**src/rtl/chinpo_control_unit_mw.sv**
```systemverilog
// CHINPO multicycle control FSM with memory-wait timeout, prioritised IRQs and RETI.
// Latency: Moore outputs from state (MemReady gates PCWrite/IRWrite/IrqAck/BusError); stalls in wait states until MemReady or timeout.
// Optional nested interrupts via `define CHINPO_NESTED_IRQ_EN.
module chinpo_control_unit_mw #(
    parameter int NUM_IRQ      = 4,
    parameter int IRQ_ID_W     = 2,
    parameter int WAIT_TIMEOUT = 15,
    parameter int STATE_W      = 5
) (
    input  logic                CLK,
    input  logic                Reset_n,
    input  logic [3:0]          Opcode,
    input  logic [3:0]          IR,
    input  logic                Branch,
    input  logic [NUM_IRQ-1:0]  Irq,
    input  logic                MemReady,
    output logic                PCWrite,
    output logic                IRWrite,
    output logic                RegWrite,
    output logic                MemRead,
    output logic                MemWrite,
    output logic                MemData,
    output logic                ALUSrcA,
    output logic                WriteDataSrc,
    output logic                CLRA,
    output logic                CLRB,
    output logic                MVA,
    output logic                MVB,
    output logic [2:0]          ALUSrcB,
    output logic [1:0]          ALUOp,
    output logic [1:0]          MemAddr,
    output logic [1:0]          PcIn,
    output logic [NUM_IRQ-1:0]  IrqAck,
    output logic [IRQ_ID_W-1:0] IrqId,
    output logic                InService,
    output logic                BusError,
    output logic [STATE_W-1:0]  CurrentState
);

    typedef enum logic [STATE_W-1:0] {
        S_RESET  = STATE_W'(0),
        S_FETCH  = STATE_W'(1),
        S_DECODE = STATE_W'(2),
        S_DR     = STATE_W'(3),
        S_I      = STATE_W'(4),
        S_MEM    = STATE_W'(5),
        S_SW_WR  = STATE_W'(6),
        S_LW_RD  = STATE_W'(7),
        S_LW_WB  = STATE_W'(8),
        S_WB     = STATE_W'(9),
        S_JAL    = STATE_W'(10),
        S_JR     = STATE_W'(11),
        S_J      = STATE_W'(12),
        S_BEQ    = STATE_W'(13),
        S_INTR   = STATE_W'(14)
    } state_t;

    state_t              state;
    state_t              next_state;
    state_t              done_state;
    logic [7:0]          wait_cnt;
    logic [IRQ_ID_W-1:0] irq_id;
    logic                in_service;
    logic [IRQ_ID_W-1:0] sel_id;
    logic                is_wait;
    logic                timeout;
    logic                take_irq;
    logic                reti;

`ifdef CHINPO_NESTED_IRQ_EN
    logic [IRQ_ID_W-1:0] save_id;
    logic                save_vld;
`endif

    always_comb begin
        sel_id = '0;
        for (int i = NUM_IRQ - 1; i >= 0; i--) begin
            if (Irq[i]) sel_id = IRQ_ID_W'(i);
        end
    end

    assign is_wait = (state == S_FETCH) || (state == S_SW_WR) ||
                     (state == S_LW_RD) || (state == S_INTR);
    // Timeout fires on the WAIT_TIMEOUT-th consecutive stalled cycle.
    assign timeout = is_wait && !MemReady && (wait_cnt == 8'(WAIT_TIMEOUT - 1));
    assign reti    = (state == S_JR) && (Opcode == 4'd3) && (IR == 4'hF);

`ifdef CHINPO_NESTED_IRQ_EN
    // Only one level can be saved, so nesting is refused while a save is held.
    assign take_irq = (|Irq) && (!in_service || (!save_vld && (sel_id < irq_id)));
`else
    assign take_irq = (|Irq) && !in_service;
`endif

    assign done_state = take_irq ? S_INTR : S_FETCH;

    always_comb begin
        next_state = state;
        case (state)
            S_RESET:  next_state = S_FETCH;
            S_FETCH:  next_state = MemReady ? S_DECODE : S_FETCH;
            S_DECODE: begin
                case (Opcode)
                    4'd3:                      next_state = S_JR;
                    4'd4, 4'd9, 4'd10, 4'd13:  next_state = S_I;
                    4'd0, 4'd1, 4'd2, 4'd5,
                    4'd6, 4'd7:                next_state = S_DR;
                    4'd8, 4'd11:               next_state = S_J;
                    4'd14, 4'd15:              next_state = S_MEM;
                    4'd12:                     next_state = Branch ? S_BEQ : S_FETCH;
                    default:                   next_state = S_FETCH;
                endcase
            end
            S_DR, S_I: next_state = S_WB;
            S_MEM:     next_state = (Opcode == 4'd15) ? S_SW_WR : S_LW_RD;
            S_SW_WR:   next_state = MemReady ? done_state : (timeout ? S_FETCH : S_SW_WR);
            S_LW_RD:   next_state = MemReady ? S_LW_WB : (timeout ? S_FETCH : S_LW_RD);
            S_LW_WB, S_WB, S_JAL, S_BEQ: next_state = done_state;
            S_JR:      next_state = S_J;
            S_J:       next_state = (Opcode == 4'd11) ? S_JAL : done_state;
            S_INTR:    next_state = (MemReady || timeout) ? S_FETCH : S_INTR;
            default:   next_state = S_RESET;
        endcase
    end

    always_ff @(posedge CLK or negedge Reset_n) begin
        if (!Reset_n) begin
            state      <= S_RESET;
            wait_cnt   <= 8'd0;
            irq_id     <= '0;
            in_service <= 1'b0;
`ifdef CHINPO_NESTED_IRQ_EN
            save_id    <= '0;
            save_vld   <= 1'b0;
`endif
        end else begin
            state <= next_state;
            if ((next_state != state) || timeout) begin
                wait_cnt <= 8'd0;
            end else if (is_wait && !MemReady) begin
                wait_cnt <= wait_cnt + 8'd1;
            end
            if ((next_state == S_INTR) && (state != S_INTR)) begin
                irq_id     <= sel_id;
                in_service <= 1'b1;
`ifdef CHINPO_NESTED_IRQ_EN
                if (in_service) begin
                    save_id  <= irq_id;
                    save_vld <= 1'b1;
                end
`endif
            end else if (reti) begin
`ifdef CHINPO_NESTED_IRQ_EN
                if (save_vld) begin
                    irq_id   <= save_id;
                    save_vld <= 1'b0;
                end else begin
                    in_service <= 1'b0;
                end
`else
                in_service <= 1'b0;
`endif
            end
        end
    end

    always_comb begin
        PCWrite      = 1'b0;
        IRWrite      = 1'b0;
        RegWrite     = 1'b0;
        MemRead      = 1'b0;
        MemWrite     = 1'b0;
        MemData      = 1'b0;
        ALUSrcA      = 1'b0;
        WriteDataSrc = 1'b0;
        {MVA, MVB, CLRA, CLRB} = 4'b0000;
        ALUSrcB      = 3'd0;
        ALUOp        = 2'd0;
        MemAddr      = 2'd0;
        PcIn         = 2'd0;
        IrqAck       = '0;
        case (state)
            S_FETCH: begin
                MemRead = 1'b1;
                ALUSrcB = 3'd4;
                PCWrite = MemReady;
                IRWrite = MemReady;
            end
            S_DECODE: ALUSrcB = 3'd3;
            S_DR: begin
                ALUOp   = 2'd2;
                ALUSrcA = 1'b1;
                {MVA, MVB, CLRA, CLRB} = IR;
            end
            S_I: begin
                ALUOp   = 2'd2;
                ALUSrcA = 1'b1;
                ALUSrcB = 3'd1;
            end
            S_MEM: begin
                ALUSrcA = 1'b1;
                ALUSrcB = 3'd3;
            end
            S_SW_WR: begin
                MemAddr  = 2'd1;
                MemWrite = 1'b1;
            end
            S_LW_RD: begin
                MemAddr = 2'd1;
                MemRead = 1'b1;
            end
            S_LW_WB: begin
                RegWrite     = 1'b1;
                WriteDataSrc = 1'b1;
            end
            S_WB, S_JAL: RegWrite = 1'b1;
            S_JR: begin
                ALUSrcA = 1'b1;
                ALUOp   = 2'd3;
                {MVA, MVB, CLRA, CLRB} = IR;
            end
            S_J: begin
                PCWrite = 1'b1;
                ALUOp   = 2'd3;
                PcIn    = 2'd1;
            end
            S_BEQ: PCWrite = 1'b1;
            S_INTR: begin
                PCWrite  = MemReady;
                MemWrite = 1'b1;
                MemData  = 1'b1;
                MemAddr  = 2'd3;
                PcIn     = 2'd2;
                IrqAck   = MemReady ? (NUM_IRQ'(1) << irq_id) : '0;
            end
            default: ;
        endcase
    end

    assign BusError     = timeout;
    assign IrqId        = irq_id;
    assign InService    = in_service;
    assign CurrentState = state;

endmodule

```
**config.mk**
```make
export PLATFORM = sky130hd
export DESIGN_NAME = chinpo_control_unit_mw
export DESIGN_NICKNAME = d
export VERILOG_FILES = /design/src/rtl/chinpo_control_unit_mw.sv
export SDC_FILE = /design/constraint.sdc
export NUM_CORES = 1
export LEC_CHECK = 0
export CAP_MARGIN = 20
export CORE_ASPECT_RATIO = 1.2
export CORE_MARGIN = 2
export CORE_UTILIZATION = 40
export CTS_CLUSTER_DIAMETER = 100
export DETAILED_ROUTE_END_ITERATION = 8
export GPL_ROUTABILITY_DRIVEN = 0
export GPL_TIMING_DRIVEN = 0
export PLACE_DENSITY = 0.71
export RECOVER_POWER = 50
export SLEW_MARGIN = 25
export SYNTH_ARGS = -nofsm -noshare
export SYNTH_HDL_FRONTEND = slang
export SYNTH_SLANG_ARGS = --single-unit
```
**constraint.sdc**
```tcl
create_clock -name CLK -period 2.34 [get_ports CLK]
set_clock_uncertainty 0.2 [all_clocks]
set_input_delay 0.351 -clock CLK [delete_from_list [all_inputs] [get_ports CLK]]
set_output_delay 0.351 -clock CLK [all_outputs]
set_load 0.02 [all_outputs]
```
==> impl_metrics.tcl <==
set metrics [dict create \
    final.min_clock_period_ps 2400 \
    path_class "reg -> reg" \
    port_buffers 46 \
    async_flop_share 1.00 \
    grt_pass1_vias 1596 \
    worst_setup_path_end_kind "flop" \
    clkSinkCount 15 \
    clkPwrFrac 0.070 \
    fillers 293 \
    ff2ff_path_depth 8 \
    whs_ps 374 \
    htreeDepth 1 \
    swShare 0.487 \
    synth_xor_area_frac 0.0675 \
    timing.rr.end "wait_cnt[3]" \
    r2r-start "CurrentState[3]" \
    drt_wl_total_mm 5.02 \
    boundaryPins 50 \
    ys_ff_latch 15 \
    final_cells 314 \
    placed_cells 279 \
    die_y_um 72.3 \
    seqCellArea_um2 379 \
    p_int_w 0.00153 \
    die-area_um2 4410 \
    drt-wirelength-per-cell_um 16.0 \
    worstSetupStartpointType "flop" \
    drc 0 \
    met2WireLength_mm 2.54 \
    row_count 24 \
    slew_violations 0 \
    cp_data_required_time_ps 2320 \
    synth_edf_count 0 \
    synthSimpleGateAreaFrac 0.371 \
    drive_above_1_share 0.382 \
    cp.arrival_ps 2380 \
    synthesis.nets 199 \
    grt_max_degree 16 \
    cts-root-buf "clkbuf_8" \
    ant_nets 0 \
    start_util 0.421 \
    ir_drop_uv 631 \
    finalWorstSetupSlack_ps -55.7 \
    die_w_um 60.9 \
    synth_top_family_by_area "simple AND/OR/NAND/NOR gates" \
    top_layer_used "met4" \
    rsz0062_at_grt "true" \
    setup_violations 10 \
    cts_buffers 3 \
    fin_nets 281 \
    finalCritPeriodShare 1.02 \
    power.switching_w 0.00145 \
    wl_met1_mm 2.07 \
    clk_pin_slew_ps 60 \
    synth_top_flop_cell "dfrtp_1" \
    antennaDiodeCount 0 \
    syn-cell-area_um2 1560 \
    core_region_area_um2 3690 \
    rrSetupSlack_ps -60 \
    clock_path_buffers 2 \
    num_vias 1710 \
    viasPerCell 5.45 \
    groute.usage.overall 0.215 \
    synth_fa_ha_area_frac 0.0161 \
    tightest_slew_ps 659 \
    power.leakage_nw 1.23 \
    yosys-mux-area-fraction 0.0233 \
    dr.pass1.iters 4 \
    antenna_found_initial 0 \
    synth-compound-area-share 0.201 \
    ys_warn_count 0 \
    avgSynthCellArea_um2 8.60 \
    clkLatencyLatePin_ps 250 \
    pwr-share-seq 0.142 \
    overflow 0 \
    status "finished, violations left" \
    yosysSeqAreaShare 0.241 \
    violations "setup timing" \
    multiInputGateArea_um2 1250 \
    cp_max_fo 8 \
    hp-class "in -> async" \
    drt_iter0_drc 77 \
    finalHoldViolCount 0 \
    grt_pass1_wl_mm 7.36 \
    area_growth_pct 60.7 \
    pwr-share-comb 0.789 \
    maxCapViolCount 0 \
    max_freq_mhz 417 \
    dr_wl_met3_um 247 \
    synth_cells 181 \
    slew_headroom 0.559 \
    tritoncts "done" \
    synth_cell_type_count 63 \
    hpwl_mm 3.22 \
    p_per_area_nw_per_um2 1190 \
]
==> routing by layer <==
layer | vias to the layer above | global-route usage
met2 | 70 | 0.375
met1 | 803 | 0.269
met3 | 17 | 0.0214
li1 | 820 | -
met5 | - | 0
met4 | 0 | 0.0749
==> sequential cells by signal, indices dropped and copies added (netlist names) <==
| register | count |
|---|---|
| CurrentState | 4 |
| InService | 1 |
| IrqId | 2 |
| wait_cnt | 8 |
==> cells by family (layout without fill, tap and decap cells) <==
kind of cell	after synthesis	after routing
fa+ha+maj	2	2
compound gates	38	38
xor+xnor	9	9
other cells	1	1
buf+inv	22	103
mux	3	3
simple gates	91	91
flops	15	15
==> synthesized netlist by cell type (all sizes together) (2+ instances only) <==
| library cell | instances | area (um2) |
|---|---|---|
| buf | 10 | 75.1 |
| o31ai | 2 | 20.0 |
| nor4 | 5 | 46.3 |
| nand4 | 3 | 18.8 |
| xnor2 | 7 | 87.6 |
| nand3 | 7 | 47.6 |
| xor2 | 2 | 17.5 |
| nor2 | 15 | 56.3 |
| nor3 | 4 | 20.0 |
| and3 | 9 | 56.3 |
| nor2b | 5 | 38.8 |
| and4b | 11 | 114 |
| dfrtp | 15 | 375 |
| o32ai | 3 | 33.8 |
| inv | 10 | 37.5 |
| a21oi | 11 | 55.1 |
| o21a | 2 | 15.0 |
| o211ai | 2 | 20.0 |
| ha | 2 | 25.0 |
| o21ai | 7 | 42.5 |
| mux2 | 2 | 26.3 |
| and2 | 3 | 18.8 |
| a31oi | 2 | 18.8 |
| nand2 | 22 | 92.6 |
==> layout by cell type, fill, tap and decap left out, types with 4 or more instances in the layout <==
cell type        instances
clkbuf_2                 4
nor2_2                   4
nor2_1                  11
clkdlybuf4s50_1          6
buf_4                   33
dlygate4sd2_1           23
and3_1                   8
buf_6                    5
dlygate4sd3_1            8
nand2_1                 18
and4b_1                  9
inv_1                    7
a21oi_1                 10
dfrtp_1                 12
buf_2                    6
xnor2_1                  5
nand3_1                  6
==> final cells by class <==
class	instances	share of cell area
Multi-Input combinational cell	144	0.499
Timing Repair Buffer	78	0.258
Inverter	11	0.0180
Clock buffer	3	0.0165
Tap cell	52	0.0260
Sequential cell	15	0.152
Clock inverter	1	0.00200
Buffer	10	0.0290
==> critical path, cell delays in order (launching register included) <==
cell	delay [ps]
dfrtp_2	450
buf_6	160
clkinvlp_4	150
o2111a_1	160
o31a_1	300
a31oi_4	250
mux2i_4	300
o21ai_4	110
and4b_1	260
==> repair_timing <==
item,in CTS,in global routing
setup endpoints to repair,36,20
pin swaps,20,14
hold buffers,0,0
buffers inserted,18,14
gates cloned,0,0
resized for setup,68,31
==> metrics by stage <==
step | power [W] | setup WS [ps] | utilization | setup TNS, ps | instance area (um2)
final | 0.00298 | -55.7 | 0.677 | -482 | 2500
after detailed placement | 0.00225 | -544 | 0.565 | -6780 | 2090
after floorplan | 0.00165 | -205 | - | -1170 | 1560
after global placement | 0.00223 | -535 | 0.565 | -6420 | 2090
after global routing | 0.00315 | -147 | 0.677 | -1310 | 2500
after CTS | 0.00271 | -61.9 | 0.630 | -586 | 2330
==> power by group through the flow <==
stage	combinational, W	sequential [W]	clock [W]
detailed placement	0.00183	0.000416	0
finish	0.00235	0.000422	0.000207
global route	0.00249	0.000434	0.000226
global placement	0.00182	0.000415	0
floorplan	0.00118	0.000464	0
CTS	0.00209	0.000408	0.000215
==> worst max path at each step <==
stage | startpoint | endpoint | slack (ps) | depth (start not counted)
floorplan | CurrentState[3] | IrqId[1] | -200 | 8
global placement | Irq[0] | wait_cnt[5] | -540 | 8
detailed placement | Irq[0] | wait_cnt[5] | -540 | 8
CTS | CurrentState[1] | wait_cnt[5] | -60 | 9
global route | CurrentState[3] | wait_cnt[5] | -150 | 8
finish | CurrentState[3] | wait_cnt[3] | -60 | 8
(Power assumes the default switching activity.)
